===== src/rtl/ps2_receiver_if.sv =====
// Pin-side and decoder-side signals of the PS/2 receiver.
// slave = receiver, master = whatever drives the pins and consumes scan codes.
interface ps2_receiver_if;
    logic       ps2_clk;
    logic       ps2_data;
    logic [7:0] scan_code;
    logic       scan_ready;
    logic       frame_error;
    logic       busy;

    modport slave (
        input  ps2_clk, ps2_data,
        output scan_code, scan_ready, frame_error, busy
    );

    modport master (
        output ps2_clk, ps2_data,
        input  scan_code, scan_ready, frame_error, busy
    );
endinterface


===== src/rtl/ps2_receiver.sv =====
// PS/2 device-to-host deserializer: synchronize, deglitch the clock, shift in
// 11-bit frames and emit one scan_ready or frame_error pulse per frame.
module ps2_receiver #(
    parameter int unsigned FILTER_LEN     = 4,
    parameter int unsigned TIMEOUT_CYCLES = 50000
) (
    input  logic          clk,
    input  logic          rst,
    ps2_receiver_if.slave bus
);
    localparam int TW = $clog2(TIMEOUT_CYCLES + 1);

    typedef enum logic [1:0] {IDLE, DATA, PARITY, STOP} state_t;

    logic          clk_s1_q, clk_s2_q, dat_s1_q, dat_s2_q;
    logic          filt_clk_q, filt_clk_d, filt_prev_q;
    logic [3:0]    filt_cnt_q, filt_cnt_d;
    state_t        state_q, state_d;
    logic [2:0]    bit_cnt_q, bit_cnt_d;
    logic [7:0]    shift_q, shift_d;
    logic          parity_ok_q, parity_ok_d;
    logic [7:0]    scan_code_q, scan_code_d;
    logic          scan_ready_q, scan_ready_d;
    logic          frame_error_q, frame_error_d;
    logic [TW-1:0] to_cnt_q, to_cnt_d;
    logic          sample, bit_in, timeout;

    // Filtered clock only flips after FILTER_LEN cycles at the new level
    always_comb begin
        filt_clk_d = filt_clk_q;
        filt_cnt_d = '0;
        if (clk_s2_q != filt_clk_q) begin
            if (filt_cnt_q == 4'(FILTER_LEN - 1)) begin
                filt_clk_d = clk_s2_q;
            end else begin
                filt_cnt_d = filt_cnt_q + 4'd1;
            end
        end
    end

    assign sample  = filt_prev_q & ~filt_clk_q;
    assign bit_in  = dat_s2_q;
    assign timeout = (state_q != IDLE) && (to_cnt_q == TW'(TIMEOUT_CYCLES));

    always_comb begin
        state_d       = state_q;
        bit_cnt_d     = bit_cnt_q;
        shift_d       = shift_q;
        parity_ok_d   = parity_ok_q;
        scan_code_d   = scan_code_q;
        scan_ready_d  = 1'b0;
        frame_error_d = 1'b0;

        if (state_q == IDLE || sample) begin
            to_cnt_d = '0;
        end else if (to_cnt_q != TW'(TIMEOUT_CYCLES)) begin
            to_cnt_d = to_cnt_q + TW'(1);
        end else begin
            to_cnt_d = to_cnt_q;
        end

        if (timeout) begin
            state_d       = IDLE;
            frame_error_d = 1'b1;
        end else if (sample) begin
            unique case (state_q)
                IDLE: begin
                    if (!bit_in) begin
                        state_d   = DATA;
                        bit_cnt_d = '0;
                    end
                end
                DATA: begin
                    shift_d   = {bit_in, shift_q[7:1]};
                    bit_cnt_d = bit_cnt_q + 3'd1;
                    if (bit_cnt_q == 3'd7) state_d = PARITY;
                end
                PARITY: begin
                    parity_ok_d = (^shift_q) ^ bit_in;
                    state_d     = STOP;
                end
                STOP: begin
                    if (bit_in && parity_ok_q) begin
                        scan_code_d  = shift_q;
                        scan_ready_d = 1'b1;
                    end else begin
                        frame_error_d = 1'b1;
                    end
                    state_d = IDLE;
                end
                default: state_d = IDLE;
            endcase
        end
    end

    always_ff @(posedge clk) begin
        if (!rst) begin
            clk_s1_q      <= 1'b1;
            clk_s2_q      <= 1'b1;
            dat_s1_q      <= 1'b1;
            dat_s2_q      <= 1'b1;
            filt_clk_q    <= 1'b1;
            filt_prev_q   <= 1'b1;
            filt_cnt_q    <= '0;
            state_q       <= IDLE;
            bit_cnt_q     <= '0;
            shift_q       <= '0;
            parity_ok_q   <= 1'b0;
            scan_code_q   <= '0;
            scan_ready_q  <= 1'b0;
            frame_error_q <= 1'b0;
            to_cnt_q      <= '0;
        end else begin
            clk_s1_q      <= bus.ps2_clk;
            clk_s2_q      <= clk_s1_q;
            dat_s1_q      <= bus.ps2_data;
            dat_s2_q      <= dat_s1_q;
            filt_clk_q    <= filt_clk_d;
            filt_prev_q   <= filt_clk_q;
            filt_cnt_q    <= filt_cnt_d;
            state_q       <= state_d;
            bit_cnt_q     <= bit_cnt_d;
            shift_q       <= shift_d;
            parity_ok_q   <= parity_ok_d;
            scan_code_q   <= scan_code_d;
            scan_ready_q  <= scan_ready_d;
            frame_error_q <= frame_error_d;
            to_cnt_q      <= to_cnt_d;
        end
    end

    assign bus.scan_code   = scan_code_q;
    assign bus.scan_ready  = scan_ready_q;
    assign bus.frame_error = frame_error_q;
    assign bus.busy        = (state_q != IDLE);
endmodule


===== src/flat_wrapper.sv =====
// flat-port wrapper written by rule: the top's interface ports become plain ports
module ps2_receiver_flat 
#(
    parameter int unsigned FILTER_LEN     = 4,
    parameter int unsigned TIMEOUT_CYCLES = 50000
)
  (clk, rst, bus_ps2_clk, bus_ps2_data, bus_scan_code, bus_scan_ready, bus_frame_error, bus_busy);
  ps2_receiver_if bus_i ();
  input  logic clk;
  input  logic rst;
  input wire logic [$bits(bus_i.ps2_clk)-1:0] bus_ps2_clk;
  input wire logic [$bits(bus_i.ps2_data)-1:0] bus_ps2_data;
  output wire logic [$bits(bus_i.scan_code)-1:0] bus_scan_code;
  output wire logic [$bits(bus_i.scan_ready)-1:0] bus_scan_ready;
  output wire logic [$bits(bus_i.frame_error)-1:0] bus_frame_error;
  output wire logic [$bits(bus_i.busy)-1:0] bus_busy;
  assign bus_i.ps2_clk = bus_ps2_clk;
  assign bus_i.ps2_data = bus_ps2_data;
  assign bus_scan_code = bus_i.scan_code;
  assign bus_scan_ready = bus_i.scan_ready;
  assign bus_frame_error = bus_i.frame_error;
  assign bus_busy = bus_i.busy;
  ps2_receiver #(.FILTER_LEN(FILTER_LEN), .TIMEOUT_CYCLES(TIMEOUT_CYCLES)) u_core (.clk(clk), .rst(rst), .bus(bus_i));
endmodule

===== config.mk =====
export PLATFORM = sky130hd
export DESIGN_NAME = ps2_receiver_flat
export DESIGN_NICKNAME = d
export VERILOG_FILES = /design/src/rtl/ps2_receiver_if.sv /design/src/rtl/ps2_receiver.sv /design/src/flat_wrapper.sv
export SDC_FILE = /design/constraint.sdc
export NUM_CORES = 1
export LEC_CHECK = 0
export ABC_AREA = 1
export BUFFER_PORTS_ARGS = -buffer_cell sky130_fd_sc_hd__buf_2
export CAP_MARGIN = 20
export CORE_ASPECT_RATIO = 1.4
export CORE_MARGIN = 2
export CORE_UTILIZATION = 44
export DETAILED_ROUTE_END_ITERATION = 8
export PLACE_DENSITY = 0.63
export SYNTH_ARGS = -nofsm -noshare
export SYNTH_HDL_FRONTEND = slang
export SYNTH_SLANG_ARGS = --single-unit

===== constraint.sdc =====
create_clock -name clk -period 1.59 [get_ports clk]
set_input_delay 0.159 -clock clk [delete_from_list [all_inputs] [get_ports clk]]
set_output_delay 0.159 -clock clk [all_outputs]
set_load 0.1 [all_outputs]

==> results of run 1 <==
## placed cells by master (no fill, tap or decap), types with 5 or more instances in the layout
| cell type | instances |
|---|---|
| nand4_1 | 5 |
| nand2_1 | 75 |
| or2_2 | 5 |
| clkbuf_8 | 5 |
| buf_4 | 10 |
| inv_1 | 40 |
| buf_2 | 13 |
| dfxtp_1 | 47 |
| nor2_1 | 52 |
| nand3_1 | 17 |
| o21ai_0 | 20 |
| ha_1 | 9 |
| a21oi_1 | 18 |
## kinds of logic (layout without fill, tap and decap cells)
family	after synthesis	count (layout)
AND/OR/NAND/NOR	172	175
buffers and inverters	49	76
flip-flops	50	50
XOR/XNOR	2	2
adder cells (fa/ha/maj)	10	10
AO/OA/AOI/OAI	44	44
## critical path: stages, from the launching register on
cell and delay [ns]:
dfxtp_2 0.35, inv_2 0.09, ha_4 0.17, clkinvlp_4 0.16, nand3_4 0.19, nand3_2 0.20
nor2_1 0.16, nor2_1 0.06
## registers in the layout, indices dropped and copies added, names as in the netlist
| register | count |
|---|---|
| u_core.bus.scan_code | 8 |
| u_core.dat_s1_q | 1 |
| u_core.to_cnt_q | 16 |
| u_core.parity_ok_q | 1 |
| u_core.clk_s2_q | 1 |
| u_core.bit_cnt_q | 3 |
| u_core.filt_clk_q | 1 |
| u_core.clk_s1_q | 1 |
| u_core.bus.frame_error | 1 |
| u_core.filt_prev_q | 1 |
| u_core.shift_q | 8 |
| u_core.bus.scan_ready | 1 |
| u_core.filt_cnt_q | 4 |
| u_core.bit_in | 1 |
| u_core.state_q | 2 |
## layer usage
| metal | part of all wire (%) | GRT usage (%) |
|---|---|---|
| met1 | 42 | 17.8 |
| met2 | 54 | 29.7 |
| met3 | 2.7 | 3.74 |
| met4 | 1.8 | 5.73 |
| met5 | 0 | 0 |
## worst min path at each step
stage,from,endpoint,slack [ns],depth (start not counted)
3_5_place_dp,bus_ps2_clk,u_core.clk_s1_q,0.36,2
4_1_cts,bus_ps2_clk,u_core.clk_s1_q,0.03,2
2_1_floorplan,bus_ps2_clk,u_core.clk_s1_q,0.27,1
3_3_place_gp,bus_ps2_clk,u_core.clk_s1_q,0.36,2
5_1_grt,bus_ps2_clk,u_core.clk_s1_q,0.03,2
6_report,bus_ps2_clk,u_core.clk_s1_q,0.04,2
## timing repair
action / 4_1_cts / 5_1_grt
gates resized for setup: 0 / 9
setup endpoints to repair: 0 / 19
buffers inserted: 0 / 2
## final cells by class
cell class / instances / area, µm²
tap: 66 / 82.6
clock buffer: 5 / 68.8
clock inverter: 3 / 47.5
timing repair buffer: 24 / 160
sequential: 50 / 1000
multi-input combinational: 231 / 1200
inverter: 44 / 169
fill: 512 / 2420
## per-stage QoR
| step | area (µm²) | cells | setup slack, ns | utilization, % | setup TNS [ns] |
|---|---|---|---|---|---|
| after floorplan | 2360 | 327 | -0.190 | - | -2.80 |
| after global placement | 2550 | 410 | 0.0833 | 49.4 | 0 |
| final | 2730 | 423 | 0.0954 | 53.0 | 0 |
| after CTS | 2660 | 418 | 0.0320 | 51.6 | 0 |
| after global routing | 2730 | 423 | -0.0167 | 53.0 | -0.0167 |
| after detailed placement | 2550 | 410 | 0.0332 | 49.4 | 0 |
## power by group through the flow
stage,Sequential [mW],Clock (mW),Combinational [mW]
5_1_grt,1.26,1.02,0.0446
4_1_cts,1.26,0.964,0.0389
2_1_floorplan,1.29,0,0.0262
3_3_place_gp,1.29,0,0.0387
3_5_place_dp,1.29,0,0.0388
6_report,1.26,0.928,0.0383
==> summary.md, run 1 <==
| Metric | Value |
|---|---|
| Post-synthesis sequential area ratio | 42.7% |
| CP Max Fanout | 8 |
| Total internal power | 1.75 mW |
| Syn_area_per_cell | 7.17 µm² |
| Final setup skew | 0.00768 ns |
| R2R Path End | u_core.shift_q[3] |
| Data required, critical path | 1.80 ns |
| Area share of xor/xnor cells in the synthesized design | 0.747% |
| Slew @ Worst Pin | 0.484 ns |
| Worst Setup Start Kind | flip-flop |
| Num rows | 31 |
| Post-Synth Adder-Cell Area | 5.33% |
| Deepest clock path buffer count | 2 |
| Crit. Startpoint | u_core.state_q[1] |
| Status | finished, final reports clean |
| Fmax | 0.669 GHz |
| Simple-Gate Fraction of Synth Area | 32.3% |
| Gr usage total | 16.3% |
| 1st-iter DRT viols | 84 |
| Yosys warns | 0 |
| I/O Buffers | 14 |
| Largest family of logic cells by synthesized area | simple AND/OR/NAND/NOR gates |
| Fin. Hold Viols | 0 |
| Final hold slack | 0.0401 ns |
| Max H-tree Level | 2 |
| Mux share of post-synthesis cell area | 0% |
| Combinational Power Share | 1.7% |
| Worst-path clk slew | 0.10 ns |
| NetSw | 0.477 mW |
| Switching Share | 21.4% |
| Min-Delay Path Class | input port to flip-flop |
| RSZ-0062 raised after global routing | true |
| DRT antenna net count | 0 |
| Total core area | 5160 µm² |
| Reg2reg path depth | 7 |
| Sequential share of power | 56.6% |
| Most numerous cell in the Yosys netlist | nand2_1 |
| Layout cells sized above 1 | 16.8% |
| Unique masters post-synth | 29 |
| CTS Sinks | 50 |
| Area share of the largest cell type after synthesis | 42.7% |
| Leakage | 1.21 nW |
| Residual DRC | 0 |
| 1st-pass router iterations | 4 |
| CP arrival | 1.71 ns |
| Pin count of the biggest net entering global routing | 20 |
| Nets | 370 |
| Rel. slew slack | 68.0% |
| Asr flop ratio synth | 0% |
| Element type at the critical path end | flip-flop |
| Vias/cell | 4.81 |
| Clock latency on the worst-skew pair | 0.31 ns |
| Power Total | 2.23 mW |
| Die ar. | 5940 µm² |
| Global-route wire length before repair | 7730 µm |
| Pwr dens | 814 nW/µm² |
| Wire per inst | 10.9 µm |
| Max_cap viols | 0 |
| Worst r2r src | u_core.state_q[1] |
| Total wire length | 4620 µm |
| Hold_buf cts | 0 |
| Syn Std Cell Area | 2350 µm² |
| CTS tree | yes |
| Tcrit/Tclk final | 94.0% |
| Root Driver | clkbuf_8 |
| HPWL Detailed | 3260 µm |
| Slew Limit Fails | 0 |
| Initial antenna violation count | 0 |
| # diodes | 0 |
| Die extent in x | 65.7 µm |
| Die Ht | 90.4 µm |
| Ys flop type | dfxtp_1 |
| EDFF count, synth | 0 |
| Synth Area in Compound Gates | 9.97% |
| R2R Setup Slk | 0.1 ns |
| Post-synthesis register bit count | 50 |
| Post-synth top cells | 76 x nand2_1, 56 x nor2_1, 50 x dfxtp_1, 43 x inv_1, 20 x o21ai_0 |
| Syn_nets | 341 |
| Crit Path Class | flip-flop to flip-flop |
| Vias in the first global route | 1872 |
| Starting Density | 45.5% |
| Placer Congestion | 0.789 |
| Yosys top cell by area | dfxtp_1 |
| Peak VDD IR | 590 µV |
| Grt total ovfl | 0 |
| Tmin final | 1.49 ns |
| Number of CTS-inserted buffers | 5 |
| I/O Pins | 15 |
| Post-Synthesis Cells | 327 |
| Clock power share | 41.7% |
| # setup viols final | 0 |
| Via count | 2035 |
| Syn-to-layout area delta | 16.5% |
| Synth top area cells | dfxtp_1 43%, nand2_1 12%, nor2_1 9.0% |
| Critical Path End | u_core.shift_q[3] |
(Power assumes the default switching activity.)
==> run 2, diff against run 1 <==
--- a/config.mk
+++ b/config.mk
@@ -6,13 +6,13 @@
 export NUM_CORES = 1
 export LEC_CHECK = 0
 export ABC_AREA = 1
-export BUFFER_PORTS_ARGS = -buffer_cell sky130_fd_sc_hd__buf_2
 export CAP_MARGIN = 20
 export CORE_ASPECT_RATIO = 1.4
 export CORE_MARGIN = 2
 export CORE_UTILIZATION = 44
 export DETAILED_ROUTE_END_ITERATION = 8
-export PLACE_DENSITY = 0.63
+export DONT_BUFFER_PORTS = 1
+export PLACE_DENSITY = 0.61
 export SYNTH_ARGS = -nofsm -noshare
 export SYNTH_HDL_FRONTEND = slang
 export SYNTH_SLANG_ARGS = --single-unit
==> summary.md, run 2 (synthesis gave the netlist of run 1 again) <==
| Metric | Value |
|---|---|
| Die Ht | 90.4 µm |
| Element type at the critical path end | output pin |
| Status | finished, final reports clean |
| Nets | 362 |
| Setup TNS | 0 ns |
| R2R Path End | u_core.bit_cnt_q[1] |
| Vias in the first global route | 1798 |
| Residual DRC | 0 |
| Fmax | 0.686 GHz |
| Grt total ovfl | 0 |
| Most frequent cells in the layout | 76 x nand2_1, 55 x nor2_1, 46 x dfxtp_1 |
| Wire per inst | 10.5 µm |
| # diodes | 0 |
| Largest stage delay, worst path | 0.37 ns |
| Reg area | 1010 µm² |
| Data required, critical path | 1.43 ns |
| WHS Endpoint | u_core.state_q[1] |
| CTS Sinks | 50 |
| Worst r2r src | u_core.to_cnt_q[1] |
| I/O Pins | 15 |
| Area of the multi-input gates | 1150 µm² |
| Die extent in x | 65.7 µm |
| Placer Congestion | 0.803 |
| Final std cells w/o fill | 415 |
| Fillers | 530 |
| Global-route wire length before repair | 7500 µm |
| CTS tree | yes |
| R2R Setup Slk | 0.14 ns |
| HPWL Detailed | 3250 µm |
| Peak VDD IR | 604 µV |
| Via count | 2000 |
| Pin count of the biggest net entering global routing | 21 |
| Layout cells sized above 1 | 13.2% |
| Total wire length | 4380 µm |
| 1st-pass router iterations | 4 |
| CP arrival | 1.30 ns |
| Total core area | 5160 µm² |
| Vias/cell | 4.82 |
| Reg2reg path depth | 10 |
| Largest register FFs | 16 |
| Biggest register | u_core.to_cnt_q |
| Crit Path Class | flip-flop to output pin |
| Rel. slew slack | 55.3% |
| Initial antenna violation count | 0 |
| Pwr dens | 875 nW/µm² |
| 1st-iter DRT viols | 74 |
| Hold Startpoint | rst |
| Max H-tree Level | 2 |
| Final setup skew | 0.00698 ns |
| Worst-path clk slew | 0.09 ns |
| Tcrit/Tclk final | 91.7% |
| Fin. Hold Viols | 0 |
| I/O Buffers | 0 |
| Number of buffers added for setup after CTS | 0 |
| DRT antenna net count | 0 |
| CP Max Fanout | 4 |
| Critical Path, Cell by Cell | inv_2 > ha_4 > clkinvlp_4 > buf_4 |
| Worst Setup Start Kind | flip-flop |
| Tmin final | 1.46 ns |
| Slew @ Worst Pin | 0.669 ns |
| Syn-to-layout area delta | 14.8% |
| Min-Delay Path Class | input port to flip-flop |
| Deepest clock path buffer count | 2 |
| Starting Density | 45.5% |
| Number of CTS-inserted buffers | 5 |
| Slowest library cell on the worst path | dfxtp_2 |
| Num rows | 31 |
| Die ar. | 5940 µm² |
| Commonest non-fill, non-tap cell in the layout | nand2_1 |
| Clock latency on the worst-skew pair | 0.30 ns |
| Hold path cells | 2 |
| Slew Limit Fails | 0 |
| # setup viols final | 0 |
| Placed insts | 404 |
| Final Util | 52.2% |
| Max_cap viols | 0 |
| Root Driver | clkbuf_8 |
| RSZ-0062 raised after global routing | true |
| Leakage | 1.17 nW |
| Gr usage total | 15.8% |
## run 2: cell count changes in the layout (fill, tap and decap cells not counted), moves of 2 or more
cell           delta
buf_2            -13
nor2_1            +3
dlygate4sd3_1     +3
buf_4             +6
nand3_2           -2
nor2_2            -2
## run 2: where the power goes
group / leakage, nW / internal (mW) / total, mW / switching (mW)
logic: 0.694 / 0.0141 / 0.0358 / 0.0216
clock network: 0.0683 / 0.630 / 1.06 / 0.430
registers: 0.406 / 1.26 / 1.26 / 0.00387
## run 2: stage by stage
step                area [µm²]  total power, mW  hold WS [ns]  setup WS, ns
floorplan                 2360             1.31         0.266        -0.190
global placement          2520             1.31         0.234         0.133
detailed placement        2520             1.31         0.236         0.116
CTS                       2690             2.39      0.000687        0.0805
global route              2690             2.43       0.00729      -0.00487
finish                    2690             2.36       0.00459         0.132
## run 2: layout make-up
| cell class | count | area share, % |
|---|---|---|
| Clock buffer | 5 | 2.55 |
| Clock inverter | 3 | 2.55 |
| Inverter | 44 | 6.27 |
| Multi-Input combinational cell | 228 | 42.6 |
| Sequential cell | 50 | 37.3 |
| Tap cell | 66 | 3.07 |
| Timing Repair Buffer | 19 | 5.57 |
## run 2: worst max path at each step
stage | startpoint | cells after the start | end | slack, ns
2_1_floorplan | u_core.state_q[1] | 8 | u_core.shift_q[7] | -0.19
4_1_cts | u_core.to_cnt_q[0] | 8 | u_core.to_cnt_q[12] | 0.08
3_3_place_gp | u_core.to_cnt_q[0] | 8 | u_core.to_cnt_q[12] | 0.13
5_1_grt | u_core.to_cnt_q[0] | 9 | u_core.bus.scan_code[4] | -0.005
6_report | u_core.state_q[1] | 4 | bus_busy | 0.13
3_5_place_dp | u_core.to_cnt_q[0] | 8 | u_core.to_cnt_q[12] | 0.12
## run 2: timing repair
action | in CTS | in global routing
gates resized for setup | 0 | 3
hold buffers | 3 | 0
endpoints found under the hold margin | 22 | 0
endpoints found under the setup margin | 0 | 7
## run 2: critical path, delay by kind of cell, from the launching register on
kind / cells / cell delay (ns)
adder cells (fa/ha/maj): 1 / 0.18
buffers and inverters: 3 / 0.45
flip-flops: 1 / 0.37
## run 2: per-layer routing
layer	wire length (µm)	share of wire, %	GRT usage, %
met1	1850	42	17.6
met2	2330	53	28.5
met3	145	3.3	3.37
met4	59	1.3	5.73
met5	0	0	0
